==> config.mk <==
export PLATFORM = sky130hd
export DESIGN_NAME = fir_coeff_update_ctrl
export DESIGN_NICKNAME = d
export VERILOG_FILES = /design/src/rtl/fir_coeff_update_ctrl.sv
export SDC_FILE = /design/constraint.sdc
export NUM_CORES = 1
export LEC_CHECK = 0
export CAP_MARGIN = 0
export CORE_ASPECT_RATIO = 0.5
export CORE_MARGIN = 1
export CORE_UTILIZATION = 39
export DETAILED_ROUTE_END_ITERATION = 10
export GPL_ROUTABILITY_DRIVEN = 0
export GPL_TIMING_DRIVEN = 0
export PLACE_DENSITY_LB_ADDON = 0.25
export SLEW_MARGIN = 20
export SYNTH_ARGS = -nofsm -noshare
export SYNTH_HDL_FRONTEND = slang
export SYNTH_SLANG_ARGS = --single-unit
==> constraint.sdc <==
create_clock -name clk -period 3.7 [get_ports clk]
set_clock_uncertainty 0.1 [all_clocks]
set_input_delay 0.74 -clock clk [delete_from_list [all_inputs] [get_ports clk]]
set_output_delay 0.74 -clock clk [all_outputs]
set_load 0.01 [all_outputs]
==> src/rtl/fir_coeff_update_ctrl.sv <==
// Coefficient update sequencer for the 5x5 systolic FIR.
// The host fills a shadow image over valid/ready. A full image is burst to the filter's
// coefficient port on the next vsync leading edge, so kernels only change between frames.
module fir_coeff_update_ctrl #(
  parameter int unsigned NUM_WORDS = 7,
  parameter int unsigned AW        = 3,
  parameter logic        VS_POL    = 1'b1
) (
  input  logic          clk,
  input  logic          rst,
  input  logic          vs_i,
  input  logic          wr_valid_i,
  input  logic [31:0]   wr_data_i,
  output logic          wr_ready_o,
  input  logic          abort_i,
  output logic [31:0]   coeff_data_o,
  output logic [AW-1:0] coeff_addr_o,
  output logic          coeff_we_o,
  output logic          pending_o,
  output logic          busy_o,
  output logic          update_done_o,
  output logic [7:0]    update_cnt_o
);

  typedef enum logic [1:0] {StLoad, StPend, StBurst, StDone} state_e;

  state_e          r_state;
  logic [AW-1:0]   r_wcnt;
  logic [AW-1:0]   r_rcnt;
  logic            r_vs_q;
  logic [31:0]     r_shadow [NUM_WORDS];

  logic            r_wr_ready;
  logic [31:0]     r_coeff_data;
  logic [AW-1:0]   r_coeff_addr;
  logic            r_coeff_we;
  logic            r_pending;
  logic            r_busy;
  logic            r_done;
  logic [7:0]      r_cnt;

  logic            w_vs_n;
  logic            w_vs_edge;
  logic            w_accept;
  logic            w_last_word;
  logic            w_last_read;
  logic [AW-1:0]   w_rnext;

  // Sync normalisation, edge detect and write-acceptance decode.
  always_comb begin
    w_vs_n      = (vs_i == VS_POL);
    w_vs_edge   = w_vs_n & ~r_vs_q;
    // Abort wins over a word offered in the same cycle.
    w_accept    = (r_state == StLoad) & wr_valid_i & r_wr_ready & ~abort_i;
    w_last_word = (r_wcnt == AW'(NUM_WORDS - 1));
    w_last_read = (r_rcnt == AW'(NUM_WORDS - 1));
    w_rnext     = r_rcnt + AW'(1);
  end

  // Shadow image storage; only overwritten, never cleared.
  always_ff @(posedge clk) begin
    if (w_accept) begin
      r_shadow[r_wcnt] <= wr_data_i;
    end
  end

  // Main sequencer with registered outputs.
  always_ff @(posedge clk or negedge rst) begin
    if (!rst) begin
      r_state      <= StLoad;
      r_wcnt       <= '0;
      r_rcnt       <= '0;
      // Treat sync as already active so a frame in progress at release is not an edge.
      r_vs_q       <= 1'b1;
      r_wr_ready   <= 1'b0;
      r_coeff_data <= '0;
      r_coeff_addr <= '0;
      r_coeff_we   <= 1'b0;
      r_pending    <= 1'b0;
      r_busy       <= 1'b0;
      r_done       <= 1'b0;
      r_cnt        <= '0;
    end else begin
      r_vs_q <= w_vs_n;
      r_done <= 1'b0;
      unique case (r_state)
        StLoad: begin
          r_wr_ready <= 1'b1;
          if (abort_i) begin
            r_wcnt <= '0;
          end else if (w_accept) begin
            if (w_last_word) begin
              // Any sync edge this same cycle is lost; commit waits for the next frame.
              r_wcnt     <= '0;
              r_state    <= StPend;
              r_wr_ready <= 1'b0;
              r_pending  <= 1'b1;
            end else begin
              r_wcnt <= r_wcnt + AW'(1);
            end
          end
        end
        StPend: begin
          if (abort_i) begin
            r_state    <= StLoad;
            r_wcnt     <= '0;
            r_pending  <= 1'b0;
            r_wr_ready <= 1'b1;
          end else if (w_vs_edge) begin
            r_state      <= StBurst;
            r_pending    <= 1'b0;
            r_busy       <= 1'b1;
            r_rcnt       <= '0;
            r_coeff_we   <= 1'b1;
            r_coeff_addr <= '0;
            r_coeff_data <= r_shadow[0];
          end
        end
        StBurst: begin
          // Atomic: abort and sync edges are not looked at here.
          if (w_last_read) begin
            r_state    <= StDone;
            r_busy     <= 1'b0;
            r_coeff_we <= 1'b0;
            r_done     <= 1'b1;
            r_cnt      <= r_cnt + 8'd1;
          end else begin
            r_rcnt       <= w_rnext;
            r_coeff_addr <= w_rnext;
            r_coeff_data <= r_shadow[w_rnext];
          end
        end
        StDone: begin
          r_state    <= StLoad;
          r_wr_ready <= 1'b1;
        end
        default: begin
          r_state <= StLoad;
        end
      endcase
    end
  end

  assign wr_ready_o    = r_wr_ready;
  assign coeff_data_o  = r_coeff_data;
  assign coeff_addr_o  = r_coeff_addr;
  assign coeff_we_o    = r_coeff_we;
  assign pending_o     = r_pending;
  assign busy_o        = r_busy;
  assign update_done_o = r_done;
  assign update_cnt_o  = r_cnt;

endmodule
==> results of run 1 <==
[stage by stage]
step	utilization	hold slack (ns)
floorplan	-	0.344
detailed placement	0.465	0.363
finish	0.499	0.360
global route	0.499	0.357
CTS	0.499	0.00280
global placement	0.453	0.365
[synth_stat cells, types with 2 or more instances]
cell type and instances:
sky130_fd_sc_hd__buf_2 16, sky130_fd_sc_hd__a31oi_1 32, sky130_fd_sc_hd__o21ai_0 42, sky130_fd_sc_hd__xnor2_1 5
sky130_fd_sc_hd__buf_6 4, sky130_fd_sc_hd__dfrtp_1 52, sky130_fd_sc_hd__nand2b_1 3, sky130_fd_sc_hd__nor2b_1 2
sky130_fd_sc_hd__buf_4 12, sky130_fd_sc_hd__clkbuf_2 2, sky130_fd_sc_hd__inv_1 3, sky130_fd_sc_hd__nand2_1 74
sky130_fd_sc_hd__mux4_2 32, sky130_fd_sc_hd__mux2i_1 32, sky130_fd_sc_hd__nand3_1 5, sky130_fd_sc_hd__ha_1 3
sky130_fd_sc_hd__o211ai_1 32, sky130_fd_sc_hd__nand4_1 2, sky130_fd_sc_hd__nor4_1 2, sky130_fd_sc_hd__edfxtp_1 224
sky130_fd_sc_hd__a21oi_1 4, sky130_fd_sc_hd__nor3_1 36, sky130_fd_sc_hd__xor2_1 3, sky130_fd_sc_hd__clkbuf_1 11
sky130_fd_sc_hd__nor2_1 5, sky130_fd_sc_hd__and3_1 2
[flip-flops by register name, indices dropped and copies added, names as in the netlist, named ones only]
| name | count |
|---|---|
| r_vs_q | 1 |
| update_cnt_o | 8 |
| r_shadow | 224 |
| coeff_addr_o | 3 |
| busy_o | 1 |
| r_wcnt | 3 |
| update_done_o | 1 |
| wr_ready_o | 1 |
| coeff_data_o | 32 |
| pending_o | 1 |
| r_state | 1 |
[kinds of logic after synthesis]
group / count (synthesis) / share of synthesized area
adder cells (fa/ha/maj): 3 / 0.00344
AO/OA/AOI/OAI: 115 / 0.0652
buffers and inverters: 48 / 0.0255
multiplexers: 65 / 0.0965
flip-flops: 277 / 0.739
AND/OR/NAND/NOR: 144 / 0.0643
XOR/XNOR: 8 / 0.00643
[worst max-delay path, cell delays in order, from the launching register on]
cell and delay (ns):
sky130_fd_sc_hd__dfrtp_1 0.45, sky130_fd_sc_hd__buf_2 0.18, sky130_fd_sc_hd__buf_4 0.23, sky130_fd_sc_hd__buf_4 0.26, sky130_fd_sc_hd__inv_1 0.07, sky130_fd_sc_hd__ha_1 0.27
sky130_fd_sc_hd__buf_2 0.18, sky130_fd_sc_hd__clkbuf_1 0.68, sky130_fd_sc_hd__mux4_2 0.42, sky130_fd_sc_hd__nand2_1 0.09, sky130_fd_sc_hd__a31oi_1 0.10
[worst min-delay path by stage]
stage	start	end	slack (ns)	depth (start not counted)
after floorplan	rst	async pin	0.34	0
after CTS	rst	coeff_data_o[4]	0.003	1
after global routing	abort_i	r_wcnt[2]	0.36	2
final	abort_i	r_wcnt[2]	0.36	2
after global placement	update_cnt_o[7]	update_cnt_o[7]	0.37	1
after detailed placement	update_cnt_o[7]	update_cnt_o[7]	0.36	1
[power by group]
part / switching [W] / total, W / internal (W)
clock network: 0.00111 / 0.00286 / 0.00174
registers: 0.000221 / 0.00395 / 0.00373
logic: 0.00173 / 0.00312 / 0.00139
[placed cells by master, fill, tap and decap left out, drive strengths merged, types with 32 or more instances in the layout]
cell type	Yosys	final
mux4	32	32
clkbuf	13	46
o211ai	32	32
a31oi	32	32
dfrtp	52	52
clkdlybuf4s50	0	82
o21ai	43	43
edfxtp	224	224
buf	32	48
nand2	74	74
nor3	37	37
mux2i	32	32
[routing by layer]
metal,up-vias,part of all wire,track usage
met5,-,0.00042,0
met1,3205,0.44,0.255
met3,36,0.052,0.0285
met4,2,0.016,0.0441
li1,2833,-,-
met2,176,0.49,0.309
[cell type report]
type,count,area (sq um),share of cell area
Buffer,45,267,0.0198
Clock buffer,33,696,0.0517
Clock inverter,13,219,0.0163
Inverter,3,11.3,0.000837
Multi-Input combinational cell,335,2620,0.195
Sequential cell,277,8050,0.599
Tap cell,374,468,0.0348
Timing Repair Buffer,99,1120,0.0832
==> reports/results.txt, run 1 <==
Setup slack on the worst reg-to-reg path comes out at 0.56 ns. The worst register-to-register path has a depth of 10. The tools report the worst max-slew margin expressed relative to the limit as 0.419. The run gives 1 as the number of H-tree levels. Data on the critical path arrives at its endpoint at 3.44 ns.

The initialized floorplan defines 42 standard-cell rows. The share of the clock period used by the worst path after layout was 0.849; the biggest fanout along the worst timing path was 10. Once the clock tree was built, the resizer swapped 0 gates to a different size.

In this run, synthesis produced a sequential element count of 277. The run gives 5 as the total iterations of the first detailed-routing run. The die height was 120 um; the sum of negative setup slack was 0 ns. The fraction of final layout cells with drive strength greater than 1 came out at 0.175. The die covers 28,700 sq um. The number of antenna violations at the first check in global routing is 1. The critical path in this run is classified as flip-flop to flip-flop. The count of flip-flops with a built-in enable after synthesis was 224. Setup violations remaining at the end of the flow were counted as 0.

Timing would allow up to 318 MHz. Summing all non-filler instances in the final layout gives an area of 13,500 sq um. For this design, the CTS-stage hold fixing added 0 buffers.

The number of global-route vias before repair came out at 6,337. The proportion of netlist area held by the largest area contributor works out to 0.617. TritonCTS built the clock tree. Clock-pin slew was measured on the worst setup and hold paths at 0.07 ns. The proportion of register bits with asynchronous set or reset after synthesis came out at 0.191. Buffers inserted during clock tree synthesis total 25. The final count of hold timing violations is 0. The clock passes through at most 3 buffers. The timing endpoint of the critical path is coeff_data_o[15]. The final HPWL from detailed placement was 16,200 um. The final max-slew violation count is 0. The root buffer cell was sky130_fd_sc_hd__clkbuf_16. The region available for standard cell placement spans 27,000 sq um. Unique cell type count in the Yosys netlist: 46. Dividing the detail-routed via count by the number of cells gives 5.30.

The filler cells instantiated in the layout total 2,254. The final layout contains routed wiring with a total length of 26,100 um. The routed via count came out at 6,252.

When the netlist entered floorplanning its net count stood at 700. The type of the worst min-delay path is input pin to flip-flop. Excluding fillers, the count of instances in the completed layout stands at 1,179. The tools report the launch instance of the worst register-to-register path as coeff_addr_o[0].

Max-cap violations in this run came to 0. For this design the ratio of total power to cell area is 738 nW/um^2. Summed over all cells, the static leakage comes to 4.58 nW.

The count of input and output buffers works out to 83. Prior to clock tree synthesis, the placed netlist has a worst setup slack of 0.436 ns. In the post-synthesis netlist, the biggest area contributors are sky130_fd_sc_hd__edfxtp_1 62%, sky130_fd_sc_hd__dfrtp_1 12%, sky130_fd_sc_hd__mux4_2 6.6%. The first routing iteration left 484 violations. In this run the cell area of the synthesized design comes to 10,900 sq um. The sequential cell area fraction in the yosys report is 0.739, and the number of clock sinks is 277. Data on the critical path is required at its endpoint by 3.99 ns. The tools report the total routing usage reported by global routing as 0.184.

At the end of the flow, the number of nets in the layout was 826. 85 I/O pins were placed. The residual overflow from global routing was 0; the first-pass GRT wire length was 39,100 um. The run gives 0.00992 W as the overall power consumption. The tools report the critical path endpoint category as a flip-flop.

For the pin with the worst max-slew slack, the measured transition is 0.872 ns. The insertion delay to the later sink of the worst-skew pair was 0.52 ns. The critical path starts at coeff_addr_o[0]. Once detail routing completed, the nets flagged for antenna violations numbered 0. The worst setup path is launched from a flip-flop. Number of diodes: 0. The worst IR drop on VDD is 0.440 mV, and the effective utilization at floorplan is 0.404.

The run finished with clean final reports. In this run the critical register-to-register path is captured at coeff_data_o[15]. After detailed routing, the average wire length per cell comes to 22.1 um.

The horizontal die dimension was 238 um. Setup repair after global routing left no endpoint under its margin. The area overhead of the layout relative to synthesis is 23.4%.

Summing all placed instances gives a cell area of 12,500 sq um. Each instance of the synthesized netlist takes up on average 16.5 sq um. The number of cells produced by synthesis came out at 660. The number of setup buffers added after CTS is 0. Entering global routing, the biggest net connects 39 pins. The dominant register cell in the synthesized netlist is sky130_fd_sc_hd__edfxtp_1.

Once placement completed, the tool counted placed cells totaling 1,132. After detailed routing, the number of remaining DRC violations is 0. The worst path needs 3.14 ns of the cycle, external delays included. The most area-hungry cell type in the Yosys netlist is sky130_fd_sc_hd__edfxtp_1. Across all setup checks in the final design, the least slack found is 0.557 ns. Yosys synthesis warning count: 0.
(Power assumes the default switching activity.)
==> run 2, diff against run 1 <==
clock period = 2.9 ns   (was 3.7 ns; I/O delays follow)
==> reports/results.txt, run 2 (synthesized netlist as in run 1, its figures left out) <==
The cell leakage power is 4.57 nW, and the area overhead of the layout relative to synthesis is 22.9%. In this run the tool buffered the top-level ports with 83 buffer cells. The run gives 0.404 as the effective utilization at floorplan.

The final count of hold timing violations is 0. Number of global-route vias before repair: 6,424. For the number of DRC violations after detailed routing, the log shows 0.

Entering global routing, the biggest net connects 36 pins. The library cell used most frequently in the layout, excluding fill and tap cells, is sky130_fd_sc_hd__edfxtp_1. TritonCTS built the clock tree. The tools report the post-detailed-route count of antenna-violating nets as 0. The total overflow left after global routing is 0. The total routing usage reported by global routing came out at 0.184.

Along the worst path, the maximum fanout reaches 10. After layout, the minimum clock period comes to 2.77 ns. After detailed routing, the number of vias per cell comes to 5.33.

The top cell types in the final layout, fill and taps aside, are 224 x sky130_fd_sc_hd__edfxtp_1, 82 x sky130_fd_sc_hd__clkdlybuf4s50_1, 74 x sky130_fd_sc_hd__nand2_1, 52 x sky130_fd_sc_hd__dfrtp_1, 42 x sky130_fd_sc_hd__o21ai_0. The core region is 27,000 sq um. For this run, the detailed router's first-pass iteration total came to 5.

The worst-case IR drop observed on VDD is 0.569 mV. The run gives 0.453 as the worst max-slew margin expressed relative to the limit. The logs give 3 for the number of buffers on the longest clock path and 16,600 um for the final HPWL from detailed placement. The register name with the most flops is r_shadow. The final route contains 6,282 vias. Setup repair after global routing left no endpoint under its margin.

The number of flip-flops under the largest register name was 224. The logs give 0.497 for the fraction of the core area covered by cells at the end of the flow and 0 for the number of diodes. The floorplan step set the die width to 238 um. Counting tap cells, the placed design contains a total of 1,132 instances. For the worst setup path, the data required time is 3.20 ns. The critical path goes through buf_2 -> buf_4 -> buf_4 -> inv_1 -> ha_1 -> buf_2 -> clkbuf_2 -> mux4_2 -> nand2_1 -> a31oi_1. Number of H-tree levels: 1. The final worst slack is 0.134 ns, and the clock buffer count from CTS is 25. The first-pass GRT wire length was 38,900 um. The tools report the row count as 42. The root buffer cell was sky130_fd_sc_hd__clkbuf_16.

The die covers 28,700 sq um. Before CTS, the worst setup slack after placement is -0.280 ns. Clock-pin slew was measured on the worst setup and hold paths at 0.06 ns.

The worst-path cell with the longest stage delay was sky130_fd_sc_hd__dfrtp_1. The logs give 0 for the final max-slew violation count and 0 for the number of antenna violations at the first check in global routing. The worst hold path belongs to the class input pin to flip-flop. The fraction of final layout cells with drive strength greater than 1 was 0.181; the final cell count without fillers was 1,179.

STA classifies the critical path startpoint as a flip-flop. In this run the worst setup path begins at coeff_addr_o[0]. Category of the most critical setup path: flip-flop to flip-flop. The share of the clock period used by the worst path after layout is 0.954, and the largest incremental delay on the critical path is 0.44 ns. The transition at the pin with the smallest max-transition slack came out at 0.817 ns. Derived from the worst setup path, the maximum achievable clock frequency is 362 MHz.

The worst setup path is captured at a flip-flop. The tools report the overall power consumption as 0.0124 W. The die height was 120 um. Clock latency on the worst-skew pair, taken at its later pin, is 0.53 ns.

For the total wirelength of the detailed-routed design, the log shows 25,800 um. Setup violations remaining at the end of the flow were counted as 0. The run finished with clean final reports. At the end of the flow, the number of nets in the layout was 826.

Number of clock sinks: 277. With fillers left out, the area of the finished cells amounts to 13,400 sq um. Dividing the detail-routed wire length by the instance count gives 21.9 um.

In this run the critical register-to-register path is launched from coeff_addr_o[0]. The arrival time at the worst endpoint is 3.06 ns. The count of routing violations after the opening detailed-route iteration was 476; the max-cap violation count was 0. In this run the most critical hold path is launched from abort_i.

For this design the ratio of total power to cell area is 925 nW/um^2. The run gives 85 as the number of top-level pins. In this run the cell area measured after placement is 12,500 sq um. For the setup fix buffers added after clock tree synthesis, the log shows 0.
run 2: what timing repair did:
item	CTS	global route
endpoints found under the setup margin	30	29
hold buffers	1	0
gates resized for setup	5	7
hold endpoints to repair	18	0
run 2: worst paths after layout:
path | end | slack [ns] | cells after the start
max | coeff_data_o[20] | 0.13 | 10
min | r_wcnt[2] | 0.21 | 2
max reg2reg | coeff_data_o[20] | 0.13 | 10
min reg2reg | update_cnt_o[7] | 0.37 | 1
max in group asynchronous | r_vs_q | 1.68 | 3
min in group asynchronous | coeff_data_o[4] | 0.40 | 2
run 2: per-stage QoR:
stage | hold WS [ns] | setup TNS [ns]
floorplan | 0.184 | -5.32
global placement | 0.371 | -297.58
detailed placement | 0.369 | -12.89
CTS | 0.204 | 0
global route | 0.224 | 0
finish | 0.215 | 0
run 2: power by group:
group | total, W | switching (W) | internal [W]
registers | 0.00504 | 0.000289 | 0.00476
clock network | 0.00333 | 0.00141 | 0.00193
logic | 0.00402 | 0.00221 | 0.00181
total | 0.0124 | 0.00390 | 0.00850
run 2: layout make-up:
cell class / count / area, sq um
fill: 2241 / 13600
sequential: 277 / 8050
multi-input combinational: 335 / 2620
timing repair buffer: 99 / 1130
clock buffer: 31 / 678
tap: 374 / 468
buffer: 45 / 283
clock inverter: 15 / 153
inverter: 3 / 11.3
run 2: routing by layer:
metal	track usage	vias up	part of all wire
met5	0	-	0
met4	0.0409	0	0.017
met3	0.0253	39	0.048
met2	0.313	153	0.50
met1	0.253	3262	0.44
li1	-	2828	-
run 2: critical path: cells and delay by family, from the launching register on:
kind	cells	cell delay, ns
compound gates	1	0.08
flops	1	0.44
fa+ha+maj	1	0.27
buf+inv	6	1.28
simple gates	1	0.08
mux	1	0.37
==> patch 1: new RTL, flow settings as in run 1 <==
`VS_POL`: 1'b1 -> 1'b0.
--- a/src/rtl/fir_coeff_update_ctrl.sv
+++ b/src/rtl/fir_coeff_update_ctrl.sv
@@ -5,5 +5,5 @@
   parameter int unsigned NUM_WORDS = 7,
   parameter int unsigned AW        = 3,
-  parameter logic        VS_POL    = 1'b1
+  parameter logic        VS_POL    = 1'b0
 ) (
   input  logic          clk,
Check against the original RTL: not equivalent (a bounded check fails within 10 cycles, from zero or initial values and one cycle with rst low).
==> patch 1 against run 1 <==
- first-iteration DRC count up 2.3%
- utilization down 0.28 points
- area after synthesis about the same
- non-clock buffer count down 9
- cell area down 0.57%
- critical path depth down 1
- clock power down 4%
- wire length down 5.4%
- via count down 3.1%
- sequential cell count unchanged
- setup slack worse by 0.41 ns
- total power down 3.1%
- critical path type unchanged
- largest power group unchanged
==> patch 1: results (changes against run 1) <==
Worst setup path
  • Worst path arrival time: 3.87 ns (+0.43 ns)
  • Largest fanout on the critical path: 10 (unchanged)

Route
  • Post-detailed-route via-to-cell ratio: 5.33 (+0.53%)
  • Number of search-and-repair iterations in the first detailed-routing pass: 6 (+1)
  • Violation count after the first detailed-routing iteration: 495 (+2.3%)
  • Average routed wire per standard cell: 21.7 um (-1.9%)

Clock tree
  • Total CTS buffers: 26 (+4.0%)
  • Clk root buf: clkbuf_16
  • Worst-skew pair later-pin latency: 0.53 ns
  • Number of H-tree branching levels: 1 (unchanged)
  • CTS Buffer Depth: 3 (unchanged)
  • Clock-pin slew on the worst setup and hold paths: 0.07 ns (about the same)

Pwr
  • Worst VDD drop: 390 uV (-11%)
  • Leakage dissipation: 4.42 nW (-3.5%)

GRT
  • Vias in the first global route: 6,074 (-4.2%)
  • Global routing usage on met1: 0.260 (+0.00508)
  • Maximum number of pins on one net before global-route repair: 33 (-15%)
  • Initial antenna violation count: 1 (unchanged)
  • Met3 track utilization from global routing: 0.0283 (-0.000228)
  • Global-route wire length before repair: 37.4 mm (-4.3%)
  • Met2 Track Usage GR: 0.271 (-0.0374)
  • GRT Util Overall: 0.176 (-0.00858)

Status
  • Status: completed

Final layout
  • Final Net Count: 783 (-5.2%)
  • FILL cells: 2,196 (-2.6%)
  • Diode count: 0 (unchanged)
  • Register with the most flip-flops: r_shadow
  • Fraction of final layout cells sized beyond drive strength 1: 0.157 (-0.0179)
  • Number of flip-flops in the largest register: 224 (unchanged)

Timing
  • Measured slew at the worst slew-check pin: 0.829 ns (-0.0431 ns)

Yosys
  • Commonest register cell after synthesis: edfxtp_1
  • Share of flip-flops with an asynchronous set or reset after synthesis: 0.191 (unchanged)
  • Post-synthesis cell type count: 45 (-2.2%)
  • Leading post-synthesis cells by cell area: edfxtp_1 62%, dfrtp_1 12%, mux4_2 6.6%
  • Seq/Total Area, Yosys: 0.738 (about the same)
  • Total of warnings raised by yosys: 0 (unchanged)
  • Synth cell count leaders: 224 x edfxtp_1, 52 x dfrtp_1, 40 x nor2_1, 33 x mux2i_1
  • Number of flops mapped to enable cells by yosys: 224 (unchanged)
  • Post-synth net total: 660 (-5.7%)

Placement
  • Instance area after placement: 12,500 um2 (-0.33%)
  • Detail Placement HPWL: 15.5 mm (-4.2%)
  • Port bufs: 84 (+1.2%)

Worst hold path
  • Min-Delay Path Class: primary input to asynchronous set/reset pin
[patch 1: cell types whose count changed after synthesis, moves of 32 or more]
cell             run 1  this run
nor2_1               5        40
nand2_1             74        10
nor3_1              36         4
a211oi_1             0        32
o211ai_1            32         0
o21ai_0             42         8
[patch 1: final cells by class]
type	instances	share of cell area
Sequential cell	277	0.602
Multi-Input combinational cell	298	0.202
Timing Repair Buffer	96	0.0783
Clock buffer	34	0.0546
Tap cell	374	0.0350
Buffer	39	0.0145
Clock inverter	14	0.0119
Inverter	5	0.00140
[patch 1: what timing repair did]
| item | in CTS | in global routing |
|---|---|---|
| buffers inserted | 0 | 0 |
| endpoints found under the hold margin | 0 | 0 |
| gates resized for setup | 0 | 8 |
| endpoints found under the setup margin | 0 | 14 |
[patch 1: final timing paths]
| check | startpoint | end | slack (ns) | cells after the start |
|---|---|---|---|---|
| max in group asynchronous | rst | coeff_data_o[20] | 2.94 | 2 |
| setup / recovery | coeff_addr_o[0] | coeff_data_o[11] | 0.15 | 9 |
| hold reg to reg | update_cnt_o[7] | update_cnt_o[7] | 0.37 | 1 |
| hold / removal | rst | update_cnt_o[5] | 0.02 | 1 |
| min in group clk | update_cnt_o[7] | update_cnt_o[7] | 0.37 | 1 |
| setup reg to reg | coeff_addr_o[0] | coeff_data_o[11] | 0.15 | 9 |
[patch 1: metal layers]
metal / wire length (um) / part of all wire
met2: 11500 / 0.47
met1: 11600 / 0.47
met5: 12 / 0.00049
met4: 471 / 0.019
met3: 1050 / 0.043
[patch 1: cells by family (layout without fill, tap and decap cells)]
kind of cell / Yosys count / after routing / share of synthesized area
buf+inv: 45 / 188 / 0.0195
mux: 67 / 67 / 0.0984
fa+ha+maj: 3 / 3 / 0.00344
simple gates: 108 / 108 / 0.0520
flops: 277 / 277 / 0.738
xor+xnor: 8 / 8 / 0.00642
compound gates: 112 / 112 / 0.0818
[patch 1: stage by stage]
stage	setup slack (ns)	setup TNS [ns]	util	total power, mW	std cells
after floorplan	0.631	0	-	5.71	620
after global placement	-1.54	-301.86	0.454	6.87	1078
after detailed placement	0.106	0	0.463	6.97	1090
after CTS	0.0528	0	0.496	9.72	1138
after global routing	0.00359	0	0.496	10.1	1137
final	0.151	0	0.496	9.61	1137
[patch 1: power breakdown]
group	leakage, nW	internal, mW	switching [mW]
combinational	1.34	1.39	1.51
sequential	2.66	3.75	0.220
clock	0.428	1.60	1.14
[patch 1: critical path, stage by stage (launching register included)]
cell	delay (ns)
dfrtp_1	0.42
buf_2	0.37
buf_2	0.41
inv_1	0.13
ha_1	0.29
buf_2	0.18
clkbuf_1	0.63
mux4_2	0.42
nor2b_1	0.15
o32a_1	0.34
==> patch 2: new RTL, config.mk and constraints of run 1 <==
Made on the original files. Encoding of `state_e`: now one-hot (4 bits for 4 states).
--- a/src/rtl/fir_coeff_update_ctrl.sv
+++ b/src/rtl/fir_coeff_update_ctrl.sv
@@ -23,5 +23,5 @@
 );
 
-  typedef enum logic [1:0] {StLoad, StPend, StBurst, StDone} state_e;
+  typedef enum logic [3:0] {StLoad = 4'b0001, StPend = 4'b0010, StBurst = 4'b0100, StDone = 4'b1000} state_e;
 
   state_e          r_state;
Function: same outputs for any inputs over 10 cycles, from zero or initial values and one cycle with rst low; not proved beyond that.
==> patch 2 against run 1 <==
- sequential cell count up 2
- non-clock buffer count up 12
- setup slack worse by 0.27 ns
- critical path depth unchanged
- final cell count up 5.0%
- cell area up 0.40%
- first-iteration DRC count down 4.3%
- wire length about the same
- area after synthesis up 1.5%
- utilization down 1.3 points
- count of clock-buffer cells in the layout up 5
- highest routed layer is now met4
- maximum frequency down 7.9%
- largest cell class unchanged
Power is not compared: it rests on default switching activity, and its combinational part moved more than twofold at a synthesized area within 25%.
==> patch 2: results (changes against run 1) <==
Status
  • Status: completed

Worst hold path
  • Min-Delay Path Class: register to register
  • Hold path start: coeff_data_o[23]
  • Hold path endpoint: coeff_data_o[23]

Yosys
  • Post-synthesis cell type count: 43 (-6.5%)
  • Post-synth net total: 738 (+5.4%)
  • Leading post-synthesis cells by cell area: edfxtp_1 61%, dfrtp_1 12%, mux4_2 6.3%
  • Parity-gate share of the synthesized area counting xor and xnor cells: 0.00870 (+0.00228)
  • Multiplexer share of the synthesized area: 0.0948 (-0.00170)
  • Post-Syn Instances: 698 (+5.8%)
  • Seq/Total Area, Yosys: 0.732 (-0.00664)
  • Adder-Cell Fraction of Synth Area: 0.00339 (-0.0000525)
  • Complex-gate fraction of the synthesized area: 0.0547 (-0.0105)

Clock tree
  • Quantity of hold-fixing buffers added after cts: 1 (+1)
  • Post-cts gate resize count: 11 (+11)
  • Total CTS buffers: 26 (+4.0%)

Placement
  • Placed cell count: 1,189 (+5.0%)
  • Instance area after placement: 12,700 um2 (+1.1%)
  • Detail Placement HPWL: 17.2 mm (+6.3%)
  • Pre-CTS WS: -0.429 ns (-0.866 ns)

Timing
  • Measured slew at the worst slew-check pin: 0.890 ns (+0.0180 ns)
  • Worst hold-check slack: 0.377 ns (+0.0167 ns)
  • Final period util: 0.922 (+0.0726)

GRT
  • Met3 track utilization from global routing: 0.0341 (+0.00558)
  • Global-route wire length before repair: 39.8 mm (+1.8%)
  • Global routing usage on met1: 0.269 (+0.0140)
  • GRT Util Overall: 0.185 (+0.000295)
  • Vias in the first global route: 6,630 (+4.6%)
  • Met2 Track Usage GR: 0.287 (-0.0216)
  • Maximum number of pins on one net before global-route repair: 42 (+7.7%)

Final layout
  • Final instance count without filler cells: 1,238 (+5.0%)
  • Util after Layout: 0.486 (-0.0134)
  • Final Net Count: 875 (+5.9%)
  • Fraction of final layout cells sized beyond drive strength 1: 0.159 (-0.0161)
  • FILL cells: 2,369 (+5.1%)

Route
  • Routed length on met3: 1.29 mm (-4.7%)
  • Met1 layer wirelength in the final routing: 12.3 mm (+6.6%)
  • Vias: 6,481 (+3.7%)
  • Uppermost layer routed: met4
  • Total wirelength of the detailed-routed design: 26.1 mm (about the same)
  • Violation count after the first detailed-routing iteration: 463 (-4.3%)
  • Met2 wire len: 12.0 mm (-6.0%)

Worst setup path
  • Slowest Stage Delay on Critical Path: 0.51 ns (-0.17 ns)
  • Worst R2R Setup Slack: 0.29 ns (-0.27 ns)
  • Crit. Startpoint: coeff_addr_o[0]
  • Capture point of the worst path: coeff_data_o[11]
  • Worst path arrival time: 3.76 ns (+0.32 ns)
  • Slowest cell on the critical path: ha_1
-- patch 2: cell count changes after synthesis, moves of 4 or more --
cell,delta
nor2_1,+35
o21ai_0,-33
and3_1,+32
nand2_1,+32
nor3_1,-32
a31oi_1,-31
o31ai_1,+30
clkbuf_1,+16
buf_4,-11
xnor2_1,+4
-- patch 2: logic make-up after synthesis --
| family | Yosys count |
|---|---|
| AOI/OAI and AO/OA | 84 |
| DFF | 279 |
| muxes | 66 |
| buffers and inverters | 52 |
| adders and majority gates | 3 |
| and+or+nand+nor | 203 |
| xor gates and xnor gates | 11 |
-- patch 2: tightest hold or removal path, stage by stage (launching register included) --
cell     delay [ns]
dfrtp_1        0.34
nand2_1        0.05
o31ai_1        0.06
-- patch 2: layout make-up --
type                            instances  share of cell area
Antenna cell                            1            0.000185
Buffer                                 46              0.0169
Clock buffer                           38              0.0523
Clock inverter                         10             0.00843
Inverter                                5             0.00139
Multi-Input combinational cell        367               0.205
Sequential cell                       279               0.600
Tap cell                              382              0.0354
Timing Repair Buffer                  110              0.0802
